## src/rtl/puf_query_ctrl_if.sv

```systemverilog
// rtl/puf_query_ctrl_if.sv - challenge request and result response bundle for puf_query_ctrl
interface puf_query_ctrl_if #(
  parameter int N = 64
);
  logic         req_valid;
  logic         req_ready;
  logic [N-1:0] req_chal;
  logic         rsp_valid;
  logic         rsp_ready;
  logic [N-1:0] rsp_chal;
  logic         rsp_bit;
  logic [7:0]   rsp_ones;
  logic         rsp_unstable;

  modport slave (
    input  req_valid, req_chal, rsp_ready,
    output req_ready, rsp_valid, rsp_chal, rsp_bit, rsp_ones, rsp_unstable
  );

  modport master (
    output req_valid, req_chal, rsp_ready,
    input  req_ready, rsp_valid, rsp_chal, rsp_bit, rsp_ones, rsp_unstable
  );
endinterface

```

## src/rtl/puf_query_ctrl.sv

```systemverilog
// rtl/puf_query_ctrl.sv - arbiter PUF sequencer: K timed launches, majority vote and stability flag
module puf_query_ctrl #(
  parameter int N      = 64,
  parameter int K      = 5,
  parameter int SETTLE = 4,
  parameter int REARM  = 2
) (
  input  logic            clk,
  input  logic            rstn,
  puf_query_ctrl_if.slave rq,
  input  logic            abort,
  output logic [N-1:0]    puf_chal,
  output logic            puf_launch,
  input  logic            puf_resp,
  output logic            busy
);

  typedef enum logic [2:0] {
    ST_IDLE,
    ST_LAUNCH,
    ST_REARM,
    ST_FINISH,
    ST_DONE
  } state_t;

  localparam logic [7:0] LAST_REP   = 8'(K - 1);
  localparam logic [7:0] SETTLE_END = 8'(SETTLE);
  localparam logic [7:0] REARM_END  = 8'(REARM - 1);
  localparam logic [7:0] MAJ        = 8'((K + 1) / 2);
  localparam logic [7:0] K_C        = 8'(K);

  state_t       state_q, state_d;
  logic [7:0]   cnt_q, cnt_d;
  logic [7:0]   rep_q, rep_d;
  logic [7:0]   ones_q, ones_d;
  logic [N-1:0] chal_q, chal_d;
  logic         launch_q, launch_d;
  logic         rsp_valid_q, rsp_valid_d;
  logic [N-1:0] rsp_chal_q, rsp_chal_d;
  logic         rsp_bit_q, rsp_bit_d;
  logic [7:0]   rsp_ones_q, rsp_ones_d;
  logic         rsp_unst_q, rsp_unst_d;

  always_ff @(posedge clk or negedge rstn) begin
    if (!rstn) begin
      state_q     <= ST_IDLE;
      cnt_q       <= '0;
      rep_q       <= '0;
      ones_q      <= '0;
      chal_q      <= '0;
      launch_q    <= 1'b0;
      rsp_valid_q <= 1'b0;
      rsp_chal_q  <= '0;
      rsp_bit_q   <= 1'b0;
      rsp_ones_q  <= '0;
      rsp_unst_q  <= 1'b0;
    end else begin
      state_q     <= state_d;
      cnt_q       <= cnt_d;
      rep_q       <= rep_d;
      ones_q      <= ones_d;
      chal_q      <= chal_d;
      launch_q    <= launch_d;
      rsp_valid_q <= rsp_valid_d;
      rsp_chal_q  <= rsp_chal_d;
      rsp_bit_q   <= rsp_bit_d;
      rsp_ones_q  <= rsp_ones_d;
      rsp_unst_q  <= rsp_unst_d;
    end
  end

  // launch_d is the value puf_launch takes after this edge; it defaults low so
  // only the acceptance and end-of-rearm paths can raise it.
  always_comb begin
    state_d     = state_q;
    cnt_d       = cnt_q;
    rep_d       = rep_q;
    ones_d      = ones_q;
    chal_d      = chal_q;
    launch_d    = 1'b0;
    rsp_valid_d = rsp_valid_q;
    rsp_chal_d  = rsp_chal_q;
    rsp_bit_d   = rsp_bit_q;
    rsp_ones_d  = rsp_ones_q;
    rsp_unst_d  = rsp_unst_q;

    unique case (state_q)
      ST_IDLE: begin
        if (rq.req_valid) begin
          chal_d   = rq.req_chal;
          cnt_d    = '0;
          rep_d    = '0;
          ones_d   = '0;
          launch_d = 1'b1;
          state_d  = ST_LAUNCH;
        end
      end
      ST_LAUNCH: begin
        launch_d = 1'b1;
        if (cnt_q == SETTLE_END) begin
          ones_d   = ones_q + 8'(puf_resp);
          cnt_d    = '0;
          launch_d = 1'b0;
          if (rep_q == LAST_REP) begin
            state_d = ST_FINISH;
          end else begin
            rep_d   = rep_q + 8'd1;
            state_d = ST_REARM;
          end
        end else begin
          cnt_d = cnt_q + 8'd1;
        end
      end
      ST_REARM: begin
        if (cnt_q == REARM_END) begin
          cnt_d    = '0;
          launch_d = 1'b1;
          state_d  = ST_LAUNCH;
        end else begin
          cnt_d = cnt_q + 8'd1;
        end
      end
      ST_FINISH: begin
        rsp_valid_d = 1'b1;
        rsp_chal_d  = chal_q;
        rsp_ones_d  = ones_q;
        rsp_bit_d   = (ones_q >= MAJ);
        rsp_unst_d  = (ones_q != 8'd0) && (ones_q != K_C);
        state_d     = ST_DONE;
      end
      ST_DONE: begin
        if (rq.rsp_ready) begin
          rsp_valid_d = 1'b0;
          state_d     = ST_IDLE;
        end
      end
      default: state_d = ST_IDLE;
    endcase

    // Cancel wins over everything, including a response handshake in DONE.
    if (abort && (state_q != ST_IDLE)) begin
      state_d     = ST_IDLE;
      launch_d    = 1'b0;
      rsp_valid_d = 1'b0;
    end
  end

  assign rq.req_ready    = rstn && (state_q == ST_IDLE);
  assign rq.rsp_valid    = rsp_valid_q;
  assign rq.rsp_chal     = rsp_chal_q;
  assign rq.rsp_bit      = rsp_bit_q;
  assign rq.rsp_ones     = rsp_ones_q;
  assign rq.rsp_unstable = rsp_unst_q;
  assign puf_chal        = chal_q;
  assign puf_launch      = launch_q;
  assign busy            = (state_q != ST_IDLE);

endmodule

```

## src/flat_wrapper.sv

```systemverilog
// flat-port wrapper written by rule: the top's interface ports become plain ports
module puf_query_ctrl_flat 
#(
  parameter int N      = 64,
  parameter int K      = 5,
  parameter int SETTLE = 4,
  parameter int REARM  = 2
)
  (clk, rstn, abort, puf_chal, puf_launch, puf_resp, busy, rq_req_valid, rq_req_chal, rq_rsp_ready, rq_req_ready, rq_rsp_valid, rq_rsp_chal, rq_rsp_bit, rq_rsp_ones, rq_rsp_unstable);
  puf_query_ctrl_if #(.N(N)) rq_i ();
  input  logic clk;
  input  logic rstn;
  input  logic abort;
  output logic [N-1:0] puf_chal;
  output logic puf_launch;
  input  logic puf_resp;
  output logic busy;
  input wire logic [$bits(rq_i.req_valid)-1:0] rq_req_valid;
  input wire logic [$bits(rq_i.req_chal)-1:0] rq_req_chal;
  input wire logic [$bits(rq_i.rsp_ready)-1:0] rq_rsp_ready;
  output wire logic [$bits(rq_i.req_ready)-1:0] rq_req_ready;
  output wire logic [$bits(rq_i.rsp_valid)-1:0] rq_rsp_valid;
  output wire logic [$bits(rq_i.rsp_chal)-1:0] rq_rsp_chal;
  output wire logic [$bits(rq_i.rsp_bit)-1:0] rq_rsp_bit;
  output wire logic [$bits(rq_i.rsp_ones)-1:0] rq_rsp_ones;
  output wire logic [$bits(rq_i.rsp_unstable)-1:0] rq_rsp_unstable;
  assign rq_i.req_valid = rq_req_valid;
  assign rq_i.req_chal = rq_req_chal;
  assign rq_i.rsp_ready = rq_rsp_ready;
  assign rq_req_ready = rq_i.req_ready;
  assign rq_rsp_valid = rq_i.rsp_valid;
  assign rq_rsp_chal = rq_i.rsp_chal;
  assign rq_rsp_bit = rq_i.rsp_bit;
  assign rq_rsp_ones = rq_i.rsp_ones;
  assign rq_rsp_unstable = rq_i.rsp_unstable;
  puf_query_ctrl #(.N(N), .K(K), .SETTLE(SETTLE), .REARM(REARM)) u_core (.clk(clk), .rstn(rstn), .rq(rq_i), .abort(abort), .puf_chal(puf_chal), .puf_launch(puf_launch), .puf_resp(puf_resp), .busy(busy));
endmodule
```

## config.mk

```make
export PLATFORM = sky130hd
export DESIGN_NAME = puf_query_ctrl_flat
export DESIGN_NICKNAME = d
export VERILOG_FILES = /design/src/rtl/puf_query_ctrl_if.sv /design/src/rtl/puf_query_ctrl.sv /design/src/flat_wrapper.sv
export SDC_FILE = /design/constraint.sdc
export NUM_CORES = 1
export LEC_CHECK = 0
export CORE_ASPECT_RATIO = 0.6
export CORE_MARGIN = 5
export CORE_UTILIZATION = 40
export CTS_CLUSTER_SIZE = 14
export DETAILED_ROUTE_END_ITERATION = 7
export PLACE_DENSITY = 0.73
export SLEW_MARGIN = 15
export SYNTH_ARGS = -nofsm -noshare
export SYNTH_HDL_FRONTEND = slang
export SYNTH_SLANG_ARGS = --single-unit
```

## constraint.sdc

```tcl
create_clock -name clk -period 4 [get_ports clk]
set_input_delay 0.8 -clock clk [delete_from_list [all_inputs] [get_ports clk]]
set_output_delay 0.8 -clock clk [all_outputs]
set_load 0.05 [all_outputs]
```

==> impl_summary.log, run 1 <==
[metrics] result of the run: finished, final reports clean
[metrics] gate count of the mapped netlist: 778
[metrics] starting density of the core: between 40 and 50%
[metrics] Final Hold Slack: 0.4713 ns
[metrics] sequential-to-total area share from yosys stat: around three fifths
[metrics] multi-input combinational cell area: ~0.0025 sq mm
[metrics] total negative slack for setup checks: 0 ns
[metrics] ant diodes: 0
[metrics] GP Congestion: 0.8166
[metrics] Post-synth EDFFs: 0
[metrics] final-report hold violation count: 0
[metrics] Vert. Die Dim: roughly 110 microns
[metrics] slew at the pin closest to its max-slew limit: approximately 0.97 ns
[metrics] average detailed-routed wire length per instance: between 15 and 20 microns
[metrics] met3 routed wirelength: roughly 2300 microns
[metrics] worst skew pair latency: 0.41 ns
[metrics] Hold/Removal Path Class: reg2reg
[metrics] net switching power figure: 5046 uW
[metrics] maximum fanout along the worst path: 14
[metrics] root buffer selected by CTS: clkbuf_16
[metrics] chain of cells forming the critical path: nor3_1, and2_1, clkdlybuf4s50_1
[metrics] vias in the first global route: 5895
[metrics] Sequential Area: between 0.004 and 0.005 sq mm
[metrics] IR drop worst, VDD: around 550 uV
[metrics] Worst path max stage delay: around 0.80 ns
[metrics] data arrival time of the worst path: between 2 and 3 ns
[metrics] global-route usage over all layers: between 10% and 20%
[metrics] Final period util: a little under nine tenths
[metrics] source of the worst hold timing path: u_core.rq.rsp_chal[13]
[metrics] number of antenna-violating nets in the routed design: 0
[metrics] reg-to-reg critical path startpoint: u_core.state_q[1]
[metrics] number of buffer and inverter stages on the critical path: 1
[metrics] Area growth syn-to-layout: 42.84%
[metrics] Final Critical Period: between 3 and 4 ns
[metrics] Post-Syn Area: roughly 0.0069 sq mm
[metrics] HPWL reported at the end of detailed placement: ~13000 microns
[metrics] number of buffers inserted by post-CTS setup repair: 0
[metrics] synthesized area per cell: around 8.8 sq um
[metrics] die outline area: approximately 0.02 sq mm
[metrics] Worst Clk Skew: between 0.01 and 0.015 ns
[metrics] family of cells with the greatest summed delay on the critical path: simple AND/OR/NAND/NOR gates
[metrics] launching instance or port of the critical path: u_core.state_q[1]
[metrics] Max clock buf depth: 2
[metrics] H-tree levels: 4
[metrics] top post-synthesis cells by count: nand2_1 (423), dfrtp_1 (167), clkbuf_1 (30)
[metrics] via total after detailed routing: between 5000 and 6000
[metrics] number of max-capacitance violations reported: 0
[metrics] max-slew violation count: 0
[metrics] top flip-flop cell by instance count after synthesis: dfrtp_1
[metrics] horizontal die dimension: ~180 microns
[metrics] category of the critical setup timing path: reg2out
[metrics] number of rows created at floorplan: 37
[metrics] Std-Cell Core Area: about 0.017 sq mm
[metrics] antenna violations before repair: 0
[metrics] share of final-layout standard cells stronger than drive strength 1: under 10%
[metrics] global route total overflow: 0
[metrics] drc violations: 0
[metrics] power per standard cell area: ~1000 mW/mm^2
[metrics] total of cells resized after clock tree synthesis: 0
[metrics] DRT met1 WL: around 8600 microns
[metrics] largest cells by area after synthesis: dfrtp_1 (61%), nand2_1 (23%), clkbuf_1 (1.6%)
[metrics] area share of the leading cell type in the synthesized netlist: ~61%
[metrics] leakage power of the design: between 0.004 and 0.005 uW
[metrics] number of vias per cell: between 4 and 5
[metrics] boundary pin count: 212
[metrics] Yosys warning count: 0
[metrics] clock-pin slew reported for the worst setup and hold paths after clock tree synthesis: around 0.060 ns
[metrics] number of fill cells: between 1000 and 1500
[metrics] proportion of power drawn by combinational gates: a little over half
[metrics] net count after synthesis: 855
[metrics] sum of met2 wire segment lengths after detailed routing: about 7900 microns
[metrics] most area-hungry cell type in the Yosys netlist: dfrtp_1
[metrics] worst endpoint required time: between 3 and 4 ns
[metrics] count leader, synth: nand2_1
[metrics] clock network power share: roughly 17%
[metrics] number of DRC markers after the initial detailed-route iteration: 424
[metrics] count of hold buffers inserted by post-cts repair: 0
[metrics] internal power consumption: 5090 uW
[metrics] # port buffers: between 200 and 250
[metrics] kind of start point of the critical path: flip-flop
[metrics] highest clock rate: ~0.3 GHz
[metrics] clock buffer count from CTS: 17
[metrics] Flop pwr share: slightly below 30%
[metrics] Synth cell types: 40
[metrics] Total Routed Length: between 15000 and 20000 microns
[metrics] number of synthesized register bits: about 170
[metrics] Top Layer Used: met4
[metrics] Switching Fraction: approximately 50%
[metrics] relative slew slack: a little over a third
[metrics] CTS tree: done
[metrics] largest net degree at the start of global routing: 168
[metrics] first-pass GRT wire length: 31210 microns
[metrics] Worst Setup End Kind: output pin
[metrics] Detailed Routing Iterations Pass 1: 5
[metrics] TritonCTS sink count: roughly 170
[metrics] Setup violations, final: 0
[metrics] setup repair after global routing missed its margin: no
[metrics] asr flop ratio synth: 100.0%
[metrics] cell with the biggest individual delay on the critical path: clkdlybuf4s50_1
[metrics] net total in the final layout: ~1100
worst min-delay path: cells and delay by family, from the launching register on:
| family | cells | cell delay, ns |
|---|---|---|
| flops | 1 | 0.34 |
| simple gates | 2 | 0.10 |
cell families (layout without fill, tap and decap cells):
kind of cell | after synthesis | in the layout | share of synthesized area (%)
AO/OA/AOI/OAI | 51 | 51 | 4.534
buffers and inverters | 47 | 259 | 2.822
XOR/XNOR | 7 | 7 | 0.8922
AND/OR/NAND/NOR | 499 | 499 | 29.66
flip-flops | 167 | 167 | 60.82
adder cells (fa/ha/maj) | 7 | 7 | 1.275
flip-flops by register name (all words and copies together) (netlist names):
register,flops
u_core.cnt_q,8
u_core.ones_q,8
u_core.puf_chal,64
u_core.puf_launch,1
u_core.rep_q,8
u_core.rq.rsp_bit,1
u_core.rq.rsp_chal,64
u_core.rq.rsp_ones,8
u_core.rq.rsp_unstable,1
u_core.rq.rsp_valid,1
u_core.state_q,3
cells in the final DEF (no fill, tap or decap), types with 4 or more instances in the layout:
master,count
nand3_1,8
nand2_1,422
a22o_1,7
inv_6,4
clkdlybuf4s50_1,210
buf_4,9
nor2b_1,7
xnor2_1,4
clkbuf_16,17
o21ai_0,20
nor2_1,14
nand4_1,4
a21oi_1,12
or3_1,5
and2_1,4
inv_1,7
and3_1,6
nor3_1,8
dfrtp_1,167
ha_1,7
worst paths after layout:
path                       slack [ns]  cells after the start                      to
min in group asynchronous        0.48                      2   u_core.rq.rsp_chal[3]
hold reg to reg                  0.47                      2  u_core.rq.rsp_chal[13]
hold / removal                   0.47                      2  u_core.rq.rsp_chal[13]
setup reg to reg                 1.36                      5     u_core.puf_chal[15]
setup / recovery                 0.59                      3            rq_req_ready
max in group asynchronous        2.73                      2        u_core.ones_q[2]
cell type report:
type,instances,share of cell area (%)
multi-input combinational,564,25.57
sequential,167,42.57
tap,234,2.983
clock buffer,18,4.474
timing repair buffer,221,22.42
inverter,7,0.2677
clock inverter,13,1.708
stage by stage:
stage                     instances  cell area, sq um  power [uW]  util [%]  worst slack [ns]
after detailed placement       1193              9209        8496     54.20             1.042
after floorplan                 778              6872        6482         -             1.875
after global placement         1193              9209        8420     54.20             1.122
final                          1224              9816       10140     57.77            0.5895
after global routing           1224              9816       10730     57.77            0.4281
after CTS                      1224              9816       10230     57.77            0.5914
power groups by stage:
| stage | Combinational [uW] | Sequential (uW) | Clock [uW] |
|---|---|---|---|
| after floorplan | 1290 | 5190 | 0 |
| after global placement | 5480 | 2940 | 0 |
| after detailed placement | 5540 | 2960 | 0 |
| after CTS | 5560 | 2940 | 1740 |
| after global routing | 5880 | 3050 | 1810 |
| final | 5510 | 2930 | 1700 |
routing by layer:
metal | vias up | global-route usage [%]
met5 | - | 0
met4 | 0 | 5.223
met3 | 19 | 8.653
met2 | 209 | 28.65
met1 | 2732 | 26.53
li1 | 2847 | -
Power figures use the tool's default switching activity.
==> run 2, diff against run 1 <==
- ABC_AREA: unset -> 1
- CORE_MARGIN: 5 -> unset
==> impl_summary.log, run 2 <==
[metrics] global route total overflow: 0 (unchanged)
[metrics] Vert. Die Dim: 105.4 microns (-5.5%)
[metrics] largest cells by area after synthesis: dfrtp_1 (59%), nand2_1 (14%), mux2_4 (7.8%)
[metrics] internal power consumption: 5057 uW (-0.65%)
[metrics] top flip-flop cell by instance count after synthesis: dfrtp_1
[metrics] total of cells resized after clock tree synthesis: 0 (unchanged)
[metrics] proportion of power drawn by combinational gates: 55.0% (+0.7 points)
[metrics] category of the critical setup timing path: reg2out
[metrics] first-pass GRT wire length: 27920 microns (-11%)
[metrics] Synth cell types: 32 (-20%)
[metrics] boundary pin count: 212 (unchanged)
[metrics] Yosys warning count: 0 (unchanged)
[metrics] kind of start point of the critical path: flip-flop
[metrics] net count after synthesis: 780 (-8.8%)
[metrics] largest net degree at the start of global routing: 168 (unchanged)
[metrics] starting density of the core: 41.25% (+0.81 points)
[metrics] leakage power of the design: 0.004701 uW (-2.9%)
[metrics] number of rows created at floorplan: 37 (unchanged)
[metrics] result of the run: finished, final reports clean
[metrics] Final Critical Period: 2.891 ns (-0.5192 ns)
[metrics] net total in the final layout: 989 (-6.3%)
[metrics] vias in the first global route: 5341 (-9.4%)
[metrics] most frequent cells in the layout: nand2_1 (267), clkdlybuf4s50_1 (210), dfrtp_1 (167)
[metrics] number of DRC markers after the initial detailed-route iteration: 357 (-16%)
[metrics] worst endpoint required time: 3.20 ns (about the same)
[metrics] asr flop ratio synth: 100.0% (unchanged)
[metrics] horizontal die dimension: 174.3 microns (-2.8%)
[metrics] fin worst setup slack: 1.109 ns (+0.5192 ns)
[metrics] highest clock rate: 0.3459 GHz (+18%)
[metrics] Final period util: 72.28% (-13 points)
[metrics] commonest non-fill, non-tap cell in the layout: nand2_1
[metrics] Post-synth EDFFs: 0 (unchanged)
[metrics] number of synthesized register bits: 167 (unchanged)
[metrics] drc violations: 0 (unchanged)
[metrics] most area-hungry cell type in the Yosys netlist: dfrtp_1
[metrics] Max clock buf depth: 2 (unchanged)
[metrics] die outline area: 0.01836 sq mm (-8.1%)
[metrics] total negative slack for setup checks: 0 ns (unchanged)
[metrics] Std-Cell Core Area: 0.01727 sq mm (+1.6%)
[metrics] number of max-capacitance violations reported: 0 (unchanged)
[metrics] count of hold buffers inserted by post-cts repair: 0 (unchanged)
[metrics] Worst Clk Skew: 0.01301 ns (-0.0001715 ns)
[metrics] number of fill cells: 1462 (-2.1%)
[metrics] gate count of the mapped netlist: 703 (-9.6%)
[metrics] Switching Fraction: 48.36% (-1.4 points)
[metrics] average detailed-routed wire length per instance: 14.82 microns (-4.7%)
[metrics] total design power: 9793 uW (-3.4%)
[metrics] clock-pin slew reported for the worst setup and hold paths after clock tree synthesis: 0.07 ns (about the same)
[metrics] Total Routed Length: 17170 microns (-9.8%)
[metrics] area share of the leading cell type in the synthesized netlist: 58.67% (-2.1 points)
[metrics] Setup violations, final: 0 (unchanged)
[metrics] power per standard cell area: 980.2 mW/mm^2 (-5.1%)
[metrics] worst skew pair latency: 0.42 ns (about the same)
[metrics] number of vias per cell: 4.735 (-0.19%)
[metrics] data arrival time of the worst path: 2.09 ns (-0.52 ns)
[metrics] IR drop worst, VDD: 552.4 uV (+0.19%)
[metrics] final-report hold violation count: 0 (unchanged)
[metrics] Hold/Removal Path Class: reg2reg
[metrics] number of buffers inserted by post-CTS setup repair: 0 (unchanged)
[metrics] HPWL reported at the end of detailed placement: 11520 microns (-11%)
[metrics] net switching power figure: 4736 uW (-6.1%)
[metrics] number of antenna-violating nets in the routed design: 0 (unchanged)
[metrics] Post-Syn Area: 0.007123 sq mm (+3.7%)
[metrics] # port buffers: 211 (unchanged)
[metrics] H-tree levels: 4 (unchanged)
[metrics] sequential-to-total area share from yosys stat: 58.67% (-2.1 points)
[metrics] clock buffer count from CTS: 17 (unchanged)
[metrics] top post-synthesis cells by count: nand2_1 (268), dfrtp_1 (167), inv_1 (38), nor2_1 (38), mux2_4 (37)
[metrics] synthesized area per cell: 10.13 sq um (+15%)
[metrics] antenna violations before repair: 0 (unchanged)
[metrics] maximum fanout along the worst path: 5 (-9)
[metrics] TritonCTS sink count: 167 (unchanged)
[metrics] count leader, synth: nand2_1
[metrics] Worst Setup End Kind: output pin
[metrics] Detailed Routing Iterations Pass 1: 5 (unchanged)
[metrics] clock network power share: 15.7% (-1.0 points)
[metrics] CTS tree: done
[metrics] ant diodes: 0 (unchanged)
[metrics] via total after detailed routing: 5488 (-5.5%)
[metrics] Flop pwr share: 29.4% (+0.5 points)
[metrics] max-slew violation count: 0 (unchanged)
[metrics] GP Congestion: 0.8223 (+0.70%)
[metrics] slew at the pin closest to its max-slew limit: 0.9226 ns (-0.04657 ns)
[metrics] root buffer selected by CTS: clkbuf_16
[metrics] relative slew slack: 38.49% (+3.1 points)
[metrics] Area growth syn-to-layout: 40.26%
[metrics] share of final-layout standard cells stronger than drive strength 1: 12.43% (+7.3 points)
[metrics] global-route usage over all layers: 19.42% (-0.11 points)
[metrics] setup repair after global routing missed its margin: no
[metrics] pre-CTS setup slack: 1.162 ns (+0.1199 ns)
## run 2: final cells by class
class	count	area [sq um]	area share, %
clock inverters	13	115.1	1.152
multi-input cells	467	2648	26.50
inverters	44	167.7	1.678
clock buffers	19	432.9	4.333
flip-flops and latches	167	4179	41.83
repair buffers	215	2156	21.58
well taps	234	292.8	2.930
## run 2: layer usage
layer	track usage [%]	routed length, microns	vias up
li1	-	-	2661
met1	26.25	7974	2624
met2	28.54	7244	189
met3	7.756	1785	14
met4	5.764	167	0
met5	0	0	-
## run 2: cell families (layout without fill, tap and decap cells)
logic type,count (synthesis),after routing,synth area share (%)
compound gates,43,43,3.425
flops,167,167,58.67
buf+inv,69,291,4.444
simple gates,345,345,19.22
mux,63,63,11.91
fa+ha+maj,7,7,1.230
xor+xnor,9,9,1.107
## run 2: final timing paths
path                       slack (ns)                    from                     end  cells past startpoint
setup / recovery                 1.11       u_core.state_q[0]            rq_req_ready                      4
hold / removal                   0.48  u_core.rq.rsp_chal[53]  u_core.rq.rsp_chal[53]                      2
setup reg to reg                 1.74       u_core.state_q[0]     u_core.puf_chal[44]                      6
hold reg to reg                  0.48  u_core.rq.rsp_chal[53]  u_core.rq.rsp_chal[53]                      2
max in group asynchronous        2.78                    rstn  u_core.rq.rsp_chal[19]                      2
min in group asynchronous        0.49                    rstn        u_core.ones_q[1]                      2
## run 2: critical path: stages (launching register included)
cell and delay, ns:
dfrtp_1 0.46, nor2_1 0.17, nand2_1 0.12, nor2_1 0.11, clkdlybuf4s50_1 0.81
## run 2: metrics by stage
stage	utilization, %	instance area [sq um]	hold WS, ns	std cells
floorplan	-	7123	0.4775	703
global placement	54.68	9443	0.4613	1127
detailed placement	54.68	9443	0.4636	1127
CTS	57.86	9991	0.4822	1159
global route	57.86	9991	0.5036	1159
finish	57.86	9991	0.4788	1159
## run 2: power groups by stage
stage / Sequential [uW] / Combinational [uW] / Clock (uW)
2_1_floorplan: 5110 / 1380 / 0
3_3_place_gp: 2880 / 5370 / 0
3_5_place_dp: 2900 / 5410 / 0
4_1_cts: 2880 / 5430 / 1580
5_1_grt: 2980 / 5660 / 1640
6_report: 2880 / 5380 / 1530
